==> config.mk <==
export PLATFORM = sky130hd
export DESIGN_NAME = clk_div_monitor
export DESIGN_NICKNAME = d
export VERILOG_FILES = /design/src/rtl/clk_div_monitor.sv
export SDC_FILE = /design/constraint.sdc
export NUM_CORES = 1
export LEC_CHECK = 0
export CORE_MARGIN = 4
export CORE_UTILIZATION = 49
export DETAILED_ROUTE_END_ITERATION = 7
export HOLD_SLACK_MARGIN = 0.06
export PLACE_DENSITY = 0.78
export SYNTH_ARGS = -nofsm -noshare
export SYNTH_HDL_FRONTEND = slang
export SYNTH_SLANG_ARGS = --single-unit
==> constraint.sdc <==
create_clock -name clk -period 2.2 [get_ports clk]
set_clock_uncertainty 0.15 [all_clocks]
set_input_delay 0.33 -clock clk [delete_from_list [all_inputs] [get_ports clk]]
set_output_delay 0.33 -clock clk [all_outputs]
set_load 0.05 [all_outputs]
==> src/rtl/clk_div_monitor.sv <==
// Watches a divided clock sampled in the fast clk domain: edge ticks, period/high-time
// measurement, lock qualification and a sticky timeout for a stalled divider.
module clk_div_monitor #(
  parameter int CNT_W      = 8,
  parameter int EXP_PERIOD = 4,
  parameter int TOL        = 0,
  parameter int LOCK_CNT   = 3,
  parameter int TIMEOUT    = 16
) (
  input  logic             clk,
  input  logic             rst,
  input  logic             clk_div_in,
  input  logic             clr_err,
  output logic             rise_tick,
  output logic             fall_tick,
  output logic [CNT_W-1:0] period,
  output logic [CNT_W-1:0] high_time,
  output logic             period_valid,
  output logic             locked,
  output logic             timeout_err
);

  localparam int GOOD_W = $clog2(LOCK_CNT + 1);

  localparam logic [CNT_W-1:0]  CNT_MAX   = {CNT_W{1'b1}};
  localparam logic [CNT_W-1:0]  CNT_ONE   = CNT_W'(1);
  localparam logic [CNT_W-1:0]  TIMEOUT_C = CNT_W'(TIMEOUT);
  localparam logic [CNT_W:0]    EXP_X     = (CNT_W + 1)'(EXP_PERIOD);
  localparam logic [CNT_W:0]    TOL_X     = (CNT_W + 1)'(TOL);
  localparam logic [GOOD_W-1:0] LOCK_C    = GOOD_W'(LOCK_CNT);
  localparam logic [GOOD_W-1:0] GOOD_ONE  = GOOD_W'(1);

  typedef enum logic [1:0] {
    IDLE,
    MEASURE,
    LOCKED,
    FAULT
  } state_t;

  state_t             state;
  logic               s_q;
  logic [CNT_W-1:0]   per_cnt;
  logic [CNT_W-1:0]   hi_cnt;
  logic [GOOD_W-1:0]  good_cnt;

  logic               rise_det;
  logic               fall_det;
  logic               in_tol;
  logic               timeout_hit;
  logic               enter_fault;
  logic [CNT_W:0]     per_x;
  logic [CNT_W:0]     dev;

  // Deviation is formed one bit wider than the counter so it never wraps.
  always_comb begin
    rise_det    = clk_div_in & ~s_q;
    fall_det    = ~clk_div_in & s_q;
    per_x       = {1'b0, per_cnt};
    dev         = (per_x >= EXP_X) ? (per_x - EXP_X) : (EXP_X - per_x);
    in_tol      = (dev <= TOL_X);
    timeout_hit = (per_cnt == TIMEOUT_C);
    enter_fault = ~rise_det & timeout_hit & ((state == MEASURE) || (state == LOCKED));
  end

  always_ff @(posedge clk or posedge rst) begin
    if (rst) begin
      s_q       <= 1'b0;
      rise_tick <= 1'b0;
      fall_tick <= 1'b0;
      per_cnt   <= '0;
      hi_cnt    <= '0;
      period    <= '0;
      high_time <= '0;
    end else begin
      s_q       <= clk_div_in;
      rise_tick <= rise_det;
      fall_tick <= fall_det;

      if (rise_det) begin
        per_cnt <= CNT_ONE;
      end else if (per_cnt != CNT_MAX) begin
        per_cnt <= per_cnt + CNT_ONE;
      end

      if (rise_det) begin
        hi_cnt <= CNT_ONE;
      end else if (clk_div_in && (hi_cnt != CNT_MAX)) begin
        hi_cnt <= hi_cnt + CNT_ONE;
      end

      if (fall_det) begin
        high_time <= hi_cnt;
      end

      // The arming edge out of IDLE has no preceding rise, so its count is meaningless.
      if (rise_det && (state != IDLE)) begin
        period <= per_cnt;
      end
    end
  end

  always_ff @(posedge clk or posedge rst) begin
    if (rst) begin
      state        <= IDLE;
      good_cnt     <= '0;
      period_valid <= 1'b0;
      timeout_err  <= 1'b0;
    end else begin
      if (enter_fault) begin
        timeout_err <= 1'b1;
      end else if (clr_err) begin
        timeout_err <= 1'b0;
      end

      case (state)
        IDLE: begin
          if (rise_det) begin
            state    <= MEASURE;
            good_cnt <= '0;
          end
        end
        MEASURE: begin
          if (rise_det) begin
            period_valid <= 1'b1;
            if (in_tol) begin
              if (good_cnt == (LOCK_C - GOOD_ONE)) begin
                state    <= LOCKED;
                good_cnt <= LOCK_C;
              end else begin
                good_cnt <= good_cnt + GOOD_ONE;
              end
            end else begin
              good_cnt <= '0;
            end
          end else if (timeout_hit) begin
            state        <= FAULT;
            period_valid <= 1'b0;
            good_cnt     <= '0;
          end
        end
        LOCKED: begin
          if (rise_det) begin
            if (!in_tol) begin
              state    <= MEASURE;
              good_cnt <= '0;
            end
          end else if (timeout_hit) begin
            state        <= FAULT;
            period_valid <= 1'b0;
            good_cnt     <= '0;
          end
        end
        FAULT: begin
          if (rise_det) begin
            state    <= MEASURE;
            good_cnt <= '0;
          end
        end
        default: begin
          state    <= IDLE;
          good_cnt <= '0;
        end
      endcase
    end
  end

  assign locked = (state == LOCKED);

endmodule

Word-level counts from Yosys, hierarchy flattened:

Index checks and enable logic that the tools add are counted.

* bits in registers: 41
* output and inout bits: 21

* add/sub/neg operators: 5
* magnitude comparators: 2
* equal/unequal tests: 12
* multiplexer cells: 27
* bitwise logic cells: 7
* reduce and logical (&&, ||, !) cells: 13

Operators by type and width (number)
* 8-bit two-way mux: 4
* 2-bit two-way mux: 14
* 8-bit by 1-bit adder with 8-bit output, second input constant: 2
* 8-bit != test, second input constant: 2
* 2-bit one-hot mux with 3 select lines: 2
* 2-bit nonzero test: 5
* 9-bit by 1-bit less-or-equal comparator with 1-bit output, second input constant: 1
* 9-bit two-way mux: 1
* 3-bit by 8-bit subtractor with 9-bit output, first input constant: 1
* 8-bit by 3-bit subtractor with 9-bit output, second input constant: 1
* 8-bit by 5-bit equality test with 1-bit output, second input constant: 1
* 8-bit by 3-bit greater-or-equal comparator with 1-bit output, second input constant: 1
* 2-bit equality test, second input constant: 3
* 3-bit != test, second input constant: 2
* 1-bit two-way mux: 5
* 1-bit AND: 4
* 2-bit AND reduction: 2
* 4-bit AND reduction: 1
* 3-bit by 2-bit != test with 1-bit output, second input constant: 1
* 1-bit NOT: 3
* 2-bit by 1-bit adder with 2-bit output, second input constant: 1
* 2-bit by 1-bit equality test with 1-bit output, second input constant: 1
* 1-bit logical AND: 2
* 2-bit zero test: 1
* 5 further kinds: 5

Logic depth before layout (Yosys ltp):

* depth after elaboration: 6
* depth in mapped cells: 8

Least setup slack after synthesis:

No wires, ideal clock.

* kind: flip-flop to flip-flop
* start: register per_cnt[2]
* end: register state[0]
* library setup time: 0.122 ns
* data arrival time: 1.871 ns
* data required time: 1.928 ns
* path slack: 0.058 ns
* stages on the path, launching flop included: 9
* period minus slack after synthesis: 2.142 ns
* path through: dfrtp_1 inv_1 ha_1 nor2b_1 o21a_1 o41ai_4 and3_1 o21ai_1 a32o_1

* cells in the longest elaborated chain, start to end: 5

RTL lines
* start, declared: RTL line 42 `logic [CNT_W-1:0] per_cnt;`
* start signal, assigned: RTL line 82 `per_cnt <= per_cnt + CNT_ONE;`
* 3-bit by 8-bit subtractor with 9-bit output (tied with other cells): RTL line 59 `dev = (per_x >= EXP_X) ? (per_x - EXP_X) : (EXP_X - per_x);`
* 9-bit two-way mux: RTL line 59
* 9-bit by 1-bit less-or-equal comparator with 1-bit output: RTL line 60 `in_tol = (dev <= TOL_X);`
* 3-bit != test (no line)
* 4-bit AND reduction (no line)
* end signal, assigned: RTL line 104 `state <= IDLE;`
* end signal, assigned: RTL line 118 `state <= MEASURE;`
* end signal, assigned: RTL line 127 `state <= LOCKED;`
* end, declared: RTL line 40 `state_t state;`

Parallel ways exist; a longest one is shown, timed or not.
A chain may end at the register's enable or synchronous reset.

Final worst setup path:

* start: register per_cnt[3]
* end: register state[0]

Same word-level chain as after synthesis.

==> flow_summary.ini <==
[route]
wirelength_mm = 3.79
drtIter0Drc = 59
drt_first_pass_iters = 4
avgViaCountPerCell = 5.40
wl_per_cell_um = 13.8
drc = 0
vias = 1484
postRouteAntennaNets = 0

[logic_synthesis]
synthMuxAreaShare_pct = 9.31
synth_area_um2 = 2040
synth_top_cell_by_area = dfrtp_1
async_flop_share_pct = 100
synth_xor_area_share_pct = 5.15
synth_area_leaders = dfrtp_1 (50%), mux2_2 (8.8%), ha_1 (6.7%), nor2_1 (3.7%), xor2_1 (3.0%)
yosysUniqueCellTypes = 39
yosys.area.top_type_share_pct = 50.2
synth-simple-area-share_pct = 14.7
synth_top_family_by_area = simple AND/OR/NAND/NOR gates
ys_seq_area_share_pct = 50.2
avgSynthCellArea_um2 = 11.0
ys_seq_elements = 41
yosysMostFrequentCell = dfrtp_1
synth_top_flop_cell = dfrtp_1
synth.top_cells.by_count = dfrtp_1 (41), nor2_1 (20), mux2_2 (16), inv_1 (13), nand2_1 (12)
synth_compound_area_share_pct = 10.2
synth_cells = 186
yosysWarnings = 0
synth_fa_ha_area_share_pct = 6.74
syn_nets = 201
synth_edf_count = 0

[placed_design]
hpwl_mm = 2.70
portBuffers = 24
place_congestion = 0.818

[setup_path]
crit_required_ps = 2230
path_max_fanout = 4
cp.arrival_ps = 2140
path_class = reg -> reg
endpoint_kind = register
worst_r2r_endpoint = state[0]$_DFFE_PP0P_
startpoint_type = register
r2r_slack_ps = 80
r2r_start = per_cnt[3]$_DFFE_PP0P_
r2r_cells = 8

[sta]
finalCritPeriodShare_pct = 96.2
slew-limit-headroom_pct = 66.3
min_period_ps = 2120
slew_violations = 0
fmax_mhz = 472
hold_viol_final = 0
tightest_slew_ps = 501
rsz0062_at_grt = false
fin_tns_setup_ps = 0
setup_viol = 0

[cts]
cts_sinks = 41
clk_pin_slew_ps = 80
cts-root-buf = clkbuf_8
clock_latency_ps = 290
cts_tree = built
cts_max_level = 2
cts_made_buffers = 5
cts_max_path_buffers = 2
cts_hold_buf = 0

[grt]
grt_pass1_vias = 1313
antenna_found_initial = 0
overflow = 0
grt_max_degree = 42
grtUsageTotal_pct = 15.0
grt_pass1_wl_mm = 6.09

[die]
dieArea_um2 = 5260
row_count = 23
io_pins = 25
die_w_um = 72.6
dieHeight_um = 72.6
fp.coreArea_um2 = 4030
start_util_pct = 50.7

[hold_path]
hold_path.class = in -> async

[finish]
drive_gt1_share_pct = 19.6
diodes = 0
finalNetCount = 239
nFillCells = 332
regArea_um2 = 1030
multiInputGateArea_um2 = 950
synthToLayoutAreaGrowth_pct = 24.0
final_util_pct = 62.8

[pwr]
p_per_area_nw_per_um2 = 1140
leakagePower_nw = 1.18
vdd_drop_max_mv = 0.621

[run_status]
status = finished clean

[job]
maxCapViolations = 0
==> area by class of cell <==
class	count	share of cell area, %
sequential	41	40.5
multi-input combinational	127	37.5
timing repair buffer	36	13.0
inverter	13	1.93
clock buffer	7	3.41
clock inverter	1	1.19
tap	50	2.47
==> state kept, by name (all words and copies together) (netlist names) <==
name	cells
fall_tick	1
good_cnt	2
hi_cnt	8
high_time	8
per_cnt	8
period	8
period_valid	1
rise_tick	1
s_q	1
state	2
timeout_err	1
==> power breakdown <==
group	total [mW]	internal, mW	leakage (nW)	switching (mW)
sequential	1.02	0.901	0.540	0.122
clock	0.613	0.370	0.0585	0.243
combinational	1.25	0.508	0.582	0.742
==> worst max path at each step <==
| stage | from | slack (ps) | cells after the start | to |
|---|---|---|---|---|
| floorplan | per_cnt[2]$_DFFE_PP0P_ | 60 | 8 | state[0]$_DFFE_PP0P_ |
| global placement | per_cnt[3]$_DFFE_PP0P_ | 110 | 8 | state[0]$_DFFE_PP0P_ |
| detailed placement | per_cnt[3]$_DFFE_PP0P_ | 40 | 8 | state[0]$_DFFE_PP0P_ |
| CTS | per_cnt[3]$_DFFE_PP0P_ | 20 | 8 | state[0]$_DFFE_PP0P_ |
| global route | per_cnt[3]$_DFFE_PP0P_ | 3 | 8 | state[0]$_DFFE_PP0P_ |
| finish | per_cnt[3]$_DFFE_PP0P_ | 80 | 8 | state[0]$_DFFE_PP0P_ |
==> stage by stage <==
stage	cells	total power, mW	hold WS [ps]	worst slack [ps]	cell area, µm²
6_report	275	2.89	313	82.7	2530
5_1_grt	275	3.05	364	2.84	2530
4_1_cts	274	2.89	334	23.4	2510
3_5_place_dp	266	2.26	326	37.9	2400
3_3_place_gp	266	2.24	322	112	2400
2_1_floorplan	186	1.93	211	57.7	2040
==> kinds of logic (layout without fill, tap and decap cells) <==
| family | after synthesis | count (layout) |
|---|---|---|
| compound gates | 27 | 27 |
| xor+xnor | 12 | 12 |
| fa+ha+maj | 11 | 11 |
| buf+inv | 18 | 57 |
| flops | 41 | 41 |
| mux | 17 | 17 |
| simple gates | 60 | 60 |
==> layer usage <==
layer	GRT usage [%]	up-vias	share of wire, %
li1	-	725	-
met1	21.8	719	49
met2	21.8	36	46
met3	3.74	4	3.7
met4	4.92	0	1.1
met5	0	-	0
==> cell usage in the layout (no fill, tap or decap), drive strengths merged, types with 2 or more instances in the layout <==
| cell | n |
|---|---|
| a31oi | 2 |
| nand2 | 12 |
| a21oi | 8 |
| and3 | 4 |
| clkdlybuf4s50 | 23 |
| xnor2 | 5 |
| buf | 13 |
| inv | 13 |
| ha | 11 |
| nor2b | 3 |
| dfrtp | 41 |
| nand4 | 5 |
| o21ai | 5 |
| nor2 | 21 |
| nor3 | 3 |
| nand3 | 5 |
| clkbuf | 7 |
| xor2 | 7 |
| o21a | 2 |
| mux2 | 16 |
| and4 | 2 |
==> critical path, stage by stage (launching register included) <==
cell     delay, ps
dfrtp_1        400
inv_2           60
ha_1           190
buf_4          150
xor2_1         160
o41ai_4        400
and3_1         220
o21ai_1         70
a32o_1         210
==> timing repair <==
item	in CTS	in global routing
endpoints found under the setup margin	0	3
setup buffers	0	1
gates resized for setup	0	4
Note: power is estimated with default switching activity, not from simulation.
